File: config.mk
export PLATFORM = sky130hd
export DESIGN_NAME = bin_to_bcd_seq
export DESIGN_NICKNAME = d
export VERILOG_FILES = /design/src/rtl/bin_to_bcd_seq.sv
export SDC_FILE = /design/constraint.sdc
export NUM_CORES = 1
export LEC_CHECK = 0
export ABC_AREA = 1
export CORE_ASPECT_RATIO = 1.75
export CORE_MARGIN = 3
export CORE_UTILIZATION = 40
export DETAILED_ROUTE_END_ITERATION = 7
export GPL_ROUTABILITY_DRIVEN = 1
export PLACE_DENSITY = 0.69
export RECOVER_POWER = 25
export SYNTH_ARGS = -nofsm -noshare
export SYNTH_HDL_FRONTEND = slang
export SYNTH_SLANG_ARGS = --single-unit
File: constraint.sdc
create_clock -name CLK -period 2.82 [get_ports CLK]
set_clock_uncertainty 0.1 [all_clocks]
set_input_delay 0.846 -clock CLK [delete_from_list [all_inputs] [get_ports CLK]]
set_output_delay 0.846 -clock CLK [all_outputs]
set_load 0.01 [all_outputs]
File: src/rtl/bin_to_bcd_seq.sv
// bin_to_bcd_seq: sequential shift-add-3 (double-dabble) binary to 4-digit BCD
// converter with a start/busy/done handshake. Values above 9999 saturate the
// digits to 9999 and raise overflow. Digit outputs change only on a done pulse
// or on reset, so a downstream display never sees partial results.
module bin_to_bcd_seq #(
    parameter int IN_WIDTH = 14
) (
    input  logic                CLK,
    input  logic                RESET,
    input  logic [IN_WIDTH-1:0] bin_in,
    input  logic                start,
    output logic                busy,
    output logic                done,
    output logic                overflow,
    output logic [3:0]          units,
    output logic [3:0]          tens,
    output logic [3:0]          hundreds,
    output logic [3:0]          thousands
);
    localparam int          CNT_W       = $clog2(IN_WIDTH + 1);
    localparam logic [31:0] MAX_DISPLAY = 32'd9999;

    typedef enum logic [1:0] {
        IDLE = 2'd0,
        CONV = 2'd1,
        DONE = 2'd2
    } state_t;

    state_t              state;
    logic [CNT_W-1:0]    iter_cnt;
    logic [IN_WIDTH-1:0] shift_reg;
    logic [19:0]         scratch;
    logic                ovf_pend;
    logic                accept;

    // One double-dabble iteration: add 3 to every nibble >= 5, then shift the
    // next binary bit into the LSB. Scratch is 5 digits wide, so the top nibble
    // never exceeds 6 for a 16-bit input and its carry-out can be dropped.
    function automatic logic [19:0] dabble_step(input logic [19:0] s, input logic in_bit);
        logic [15:0] lo;
        logic [2:0]  hi;
        for (int i = 0; i < 4; i++) begin
            lo[4*i +: 4] = (s[4*i +: 4] >= 4'd5) ? s[4*i +: 4] + 4'd3 : s[4*i +: 4];
        end
        hi = (s[19:16] >= 4'd5) ? s[18:16] + 3'd3 : s[18:16];
        return {hi, lo, in_bit};
    endfunction

    // True when the value cannot be shown on four decimal digits.
    function automatic logic exceeds_display(input logic [IN_WIDTH-1:0] v);
        return 32'(v) > MAX_DISPLAY;
    endfunction

    // A request is taken whenever the converter is not busy, including the
    // DONE cycle, which gives back-to-back conversions with no idle gap.
    assign accept = start && (state != CONV);

    // Control FSM and registered outputs; reset aborts any conversion in flight.
    always_ff @(posedge CLK) begin
        if (RESET) begin
            state     <= IDLE;
            iter_cnt  <= '0;
            busy      <= 1'b0;
            done      <= 1'b0;
            overflow  <= 1'b0;
            units     <= 4'd0;
            tens      <= 4'd0;
            hundreds  <= 4'd0;
            thousands <= 4'd0;
        end else begin
            done <= 1'b0;
            case (state)
                IDLE: begin
                    if (accept) begin
                        state    <= CONV;
                        iter_cnt <= CNT_W'(IN_WIDTH);
                        busy     <= 1'b1;
                    end
                end
                CONV: begin
                    iter_cnt <= iter_cnt - CNT_W'(1);
                    if (iter_cnt == CNT_W'(1)) begin
                        state <= DONE;
                        busy  <= 1'b0;
                    end
                end
                DONE: begin
                    units     <= ovf_pend ? 4'd9 : scratch[3:0];
                    tens      <= ovf_pend ? 4'd9 : scratch[7:4];
                    hundreds  <= ovf_pend ? 4'd9 : scratch[11:8];
                    thousands <= ovf_pend ? 4'd9 : scratch[15:12];
                    overflow  <= ovf_pend;
                    done      <= 1'b1;
                    if (accept) begin
                        state    <= CONV;
                        iter_cnt <= CNT_W'(IN_WIDTH);
                        busy     <= 1'b1;
                    end else begin
                        state <= IDLE;
                    end
                end
                default: begin
                    state <= IDLE;
                    busy  <= 1'b0;
                end
            endcase
        end
    end

    // Datapath: latch the operand on an accepted request, iterate during CONV.
    always_ff @(posedge CLK) begin
        if (accept) begin
            shift_reg <= bin_in;
            scratch   <= 20'd0;
            ovf_pend  <= exceeds_display(bin_in);
        end else if (state == CONV) begin
            scratch   <= dabble_step(scratch, shift_reg[IN_WIDTH-1]);
            shift_reg <= {shift_reg[IN_WIDTH-2:0], 1'b0};
        end
    end

endmodule

==> results.yml, run 1 <==
status:
  status: "completed"
grt:
  grt-ovfl-total: 0
  grt_pass1_vias: 1997
  grt_pass1_wl_mm: 8.742
  grt_usage_pct: 14.77
  grt_max_degree: 20
  antenna_found_initial: 0
detailed_routing:
  vias: 2099
  first_iter_violations: 115
  drt-total-wl_mm: 5.106
  wl_met1_mm: 2.132
  viasPerCell: 4.881
  drc: 0
  dr.pass1.iters: 4
  dr.max_layer_used: "met4"
  wire_per_inst_um: 11.87
  route.met2.wl_mm: 2.691
  routed-wl-met3_um: 200
  ant_nets: 0
power_and_ir_drop:
  leakage_nw: 1.302
  p_per_area_nw_per_um2: 511.2
  ir_drop_uv: 340.2
clock_network:
  clock_latency_ns: 0.31
  cts.sinks: 56
  cts_buffers: 5
  cts_resized: 0
  cts_hold_buf: 0
  clock_path_buffers: 2
  clk_pin_slew_ns: 0.10
  cts_tree: "yes"
  htree_levels: 2
  cts_setup_buffers: 0
  root_buffer: "clkbuf_8"
sta:
  relSlewSlack_pct: 54.67
  holdWs_ns: 0.3705
  tightest_slew_ns: 0.6799
  drv_slew: 0
  finalHoldViolCount: 0
  rsz0062_at_grt: "no"
  finalSetupViolCount: 0
  fmax_mhz: 436.6
  finalCritPeriodShare_pct: 81.22
  tns_ns: 0
  fin_crit_ns: 2.290
critical_path:
  path_class: "in2reg"
  cp_data_arrival_time_ns: 2.40
  cp_max_fo: 16
  critPathLaunchType: "input pin"
  r2r_cells: 5
  end_kind: "register"
  cp.required_ns: 2.93
final_layout:
  drive_above_1_share_pct: 5.398
  fillers: 603
  syn_to_final_growth_pct: 17.52
  regArea_um2: 1271
  largest_reg_flops: 16
  multiInputGateArea_um2: 1074
  n_antenna_cell: 0
  layout.nets: 378
synthesis:
  syn-cell-area_um2: 2556
  syn_nets: 344
  ys_ff_latch: 56
  yosysTopAreaCell: "dfxtp_1"
  synth_cell_type_count: 25
  synth_warnings: 0
  syn_avg_cell_area_um2: 8.064
  synth_top_area_share_pct: 32.11
  ys_seq_area_share_pct: 49.73
  syn_inst: 317
  ys_top_cells_by_area: "dfxtp_1 (32%), edfxtp_1 (18%), nand2_1 (15%), a21oi_1 (5.1%), ha_1 (4.9%)"
die:
  core_area_um2: 6018
  die_h_um: 111.8
  initial_core_util_pct: 42.47
  rows: 37
  pin_count: 36
  die_w_um: 66.43
  die_area_um2: 7424
hold_path:
  hold_depth: 2
  hold_class: "reg2reg"
placed_design:
  io_buffers: 35
  hpwl_mm: 3.755
  gp_congestion: 0.8397
flow_run:
  maxCapViolCount: 0
==> power breakdown <==
part | switching [mW] | leakage, nW | internal [mW]
Sequential | 0.0302 | 0.485 | 0.885
Clock | 0.265 | 0.0447 | 0.177
Combinational | 0.111 | 0.772 | 0.0673
Total | 0.407 | 1.30 | 1.13
==> layout by cell type (no fill, tap or decap), drive strengths merged <==
cell,netlist,layout
nor2,17,17
clkbuf,2,6
clkdlybuf4s50,0,32
dfxtp,41,41
a21boi,1,1
edfxtp,15,15
o211ai,3,3
inv,31,32
clkinvlp,0,1
nor3,2,2
a21oi,28,28
o21ai,26,26
clkinv,0,1
ha,10,10
nand3,24,24
nand2,109,109
nand4,1,1
dlygate4sd3,0,3
==> worst max-delay path, stage by stage <==
cell,delay [ns]
dlygate4sd3_1,0.55
inv_1,0.07
nand2_1,0.50
inv_2,0.25
nand2_1,0.12
nand2_1,0.05
==> metrics by stage <==
stage,cells,instance area (µm²),total power [mW],utilization (%),worst slack [ns]
after floorplan,317,2556,1.061,-,1.162
after global placement,422,2932,1.112,48.71,0.6154
after detailed placement,422,2932,1.119,48.71,0.5883
after CTS,430,3023,1.560,50.23,0.6474
after global routing,430,3004,1.613,49.92,0.4062
final,430,3004,1.536,49.92,0.5296
==> final timing paths <==
path	slack (ns)	end	from
min	0.37	units[1]$_SDFFE_PP0P_	units[1]$_SDFFE_PP0P_
max reg2reg	0.89	shift_reg[2]$_DFFE_PP_	state[0]$_SDFFE_PP0P_
max	0.53	scratch[8]$_SDFFE_PP0P_	start
min reg2reg	0.37	units[1]$_SDFFE_PP0P_	units[1]$_SDFFE_PP0P_
==> layer usage <==
metal  GRT usage, %  vias to the layer above
li1               -                     1101
met1          17.53                      939
met2          25.41                       53
met3          3.128                        6
met4          5.563                        0
met5              0                        -
==> synth_stat cells (all sizes together) <==
library cell	count
a21boi	1
a21oi	28
buf	7
clkbuf	2
dfxtp	41
edfxtp	15
ha	10
inv	31
nand2	109
nand3	24
nand4	1
nor2	17
nor3	2
o211ai	3
o21ai	26
==> cell type report <==
cell class / count / area share, %
multi-input cells: 221 / 35.74
well taps: 78 / 3.249
clock buffers: 5 / 2.291
repair buffers: 36 / 11.79
flip-flops and latches: 56 / 42.32
inverters: 31 / 3.873
clock inverters: 3 / 0.7497
==> kinds of logic after synthesis <==
family	count (synthesis)	share of synthesized area, %
compound gates	58	12.04
flops	56	49.73
simple gates	153	25.65
buf+inv	40	7.684
fa+ha+maj	10	4.895
(Power assumes the default switching activity.)
==> run 2, diff against run 1 <==
Clock period 2.82 ns to 2.14 ns, I/O delays scaled along.
==> run 2 against run 1 <==
  * Combinational power grew 35%
  * Die area is the same
  * Via count grew 0.67%
  * Clock power grew 33%
  * Flip-flop and latch count is the same
  * Sequential share of layout area shrank 0.23 points
  * Critical endpoint is now units[3]
  * Largest cell class unchanged
==> results.yml, run 2 (same netlist as run 1, synthesis figures left out) <==
detailed_routing:
  first_iter_violations: 154
  dr.pass1.iters: 4
  drt-total-wl_mm: 4.976
  wire_per_inst_um: 11.55
  ant_nets: 0
  vias: 2113
  drc: 0
  viasPerCell: 4.903
power_and_ir_drop:
  p_comb_share_pct: 11.9
  ir_drop_uv: 357.0
  seqPwrFrac_pct: 59.2
  leakage_nw: 1.312
  p_sw_uw: 541.8
  switching_share_pct: 26.66
  power.share.clock_pct: 28.9
  finalPower_mw: 2.032
  p_int_mw: 1.490
  p_per_area_nw_per_um2: 672.7
clock_network:
  cts_tree: "yes"
  htree_levels: 2
  cts_setup_buffers: 0
  cts.sinks: 56
  cts_resized: 0
  clock_latency_ns: 0.31
  cts_buffers: 5
  cts_hold_buf: 0
  root_buffer: "clkbuf_8"
  clk_pin_slew_ns: 0.10
  clock_path_buffers: 2
final_layout:
  largest_reg_flops: 16
  syn_to_final_growth_pct: 18.16
  n_antenna_cell: 0
  final_area_um2: 3020
  final_cells: 431
  mostFrequentLayoutCell: "nand2_1"
  final_cell_mix: "nand2_1 (105), dfxtp_1 (41), clkdlybuf4s50_1 (33), inv_1 (27), a21oi_1 (27)"
  post-route-util_pct: 50.19
  fillers: 600
  drive_above_1_share_pct: 5.666
  layout.nets: 379
grt:
  grt_pass1_vias: 2024
  grt_usage_pct: 14.65
  antenna_found_initial: 0
  grt-ovfl-total: 0
  grt_pass1_wl_mm: 8.797
  grt_max_degree: 20
sta:
  tns_ns: 0
  drv_slew: 0
  rsz0062_at_grt: "no"
  finalHoldViolCount: 0
  worst_slack_ns: 0.1790
  relSlewSlack_pct: 55.72
  tightest_slew_ns: 0.6642
  finalCritPeriodShare_pct: 91.63
  holdWs_ns: 0.3636
  finalSetupViolCount: 0
  fin_crit_ns: 1.961
  fmax_mhz: 510.0
die:
  pin_count: 36
  rows: 37
  core_area_um2: 6018
  die_area_um2: 7424
  die_h_um: 111.8
  initial_core_util_pct: 42.47
  die_w_um: 66.43
critical_path:
  timing.rr.start: "state[0]$_SDFFE_PP0P_"
  end_kind: "primary output"
  critPathSlowestCell: "clkdlybuf4s50_1"
  critPathBufInv: 1
  cp_data_arrival_time_ns: 1.22
  r2r_cells: 5
  cp_top_family: "buffers and inverters"
  regToRegSetupSlack_ns: 0.32
  cp_max_fo: 2
  worstPathCellList: "clkdlybuf4s50_1"
  path_class: "reg2out"
  r2r_end: "shift_reg[3]$_DFFE_PP_"
  critPathLaunchType: "register"
  cp.required_ns: 1.40
  cpPeakStageDelay_ns: 0.54
placed_design:
  place_inst: 423
  hpwl_mm: 3.622
  place_area_um2: 2939
  gp_congestion: 0.8700
  io_buffers: 35
  pre_cts_ws_ns: 0.1083
status:
  status: "completed"
hold_path:
  hold_start: "shift_reg[13]$_DFFE_PP_"
  hold_class: "reg2reg"
  hold_depth: 2
  hold_path_end: "scratch[0]$_SDFFE_PP0P_"
flow_run:
  maxCapViolCount: 0
-- run 2: per-layer routing --
metal	up-vias	share of wire [%]	track usage [%]
li1	1097	-	-
met1	960	44	17.72
met2	50	51	25.48
met3	6	3.6	2.422
met4	0	1.5	5.156
met5	-	0	0
-- run 2: final cells by class --
cell class                      instances  area (µm²)  area share, %
Sequential cell                        56        1271          42.09
Multi-Input combinational cell        221        1082          35.83
Timing Repair Buffer                   37       361.6          11.97
Inverter                               31       116.4          3.853
Tap cell                               78       97.59          3.231
Clock buffer                            5       68.82          2.278
Clock inverter                          3       22.52         0.7456
-- run 2: worst max path at each step --
stage                                      from                     end  depth (start not counted)
after floorplan                           RESET         done$_SDFF_PP0_                          3
after global placement                    start      ovf_pend$_DFFE_PP_                          3
after detailed placement                  start      ovf_pend$_DFFE_PP_                          3
after CTS                 units[3]$_SDFFE_PP0P_                units[3]                          1
after global routing      state[0]$_SDFFE_PP0P_  shift_reg[6]$_DFFE_PP_                          5
final                     units[3]$_SDFFE_PP0P_                units[3]                          1
-- run 2: power groups by stage --
stage / sequential [mW] / combinational, mW / clock, mW
finish: 1.20 / 0.242 / 0.587
global route: 1.21 / 0.277 / 0.636
CTS: 1.20 / 0.248 / 0.605
detailed placement: 1.23 / 0.247 / 0
floorplan: 1.22 / 0.179 / 0
global placement: 1.23 / 0.238 / 0
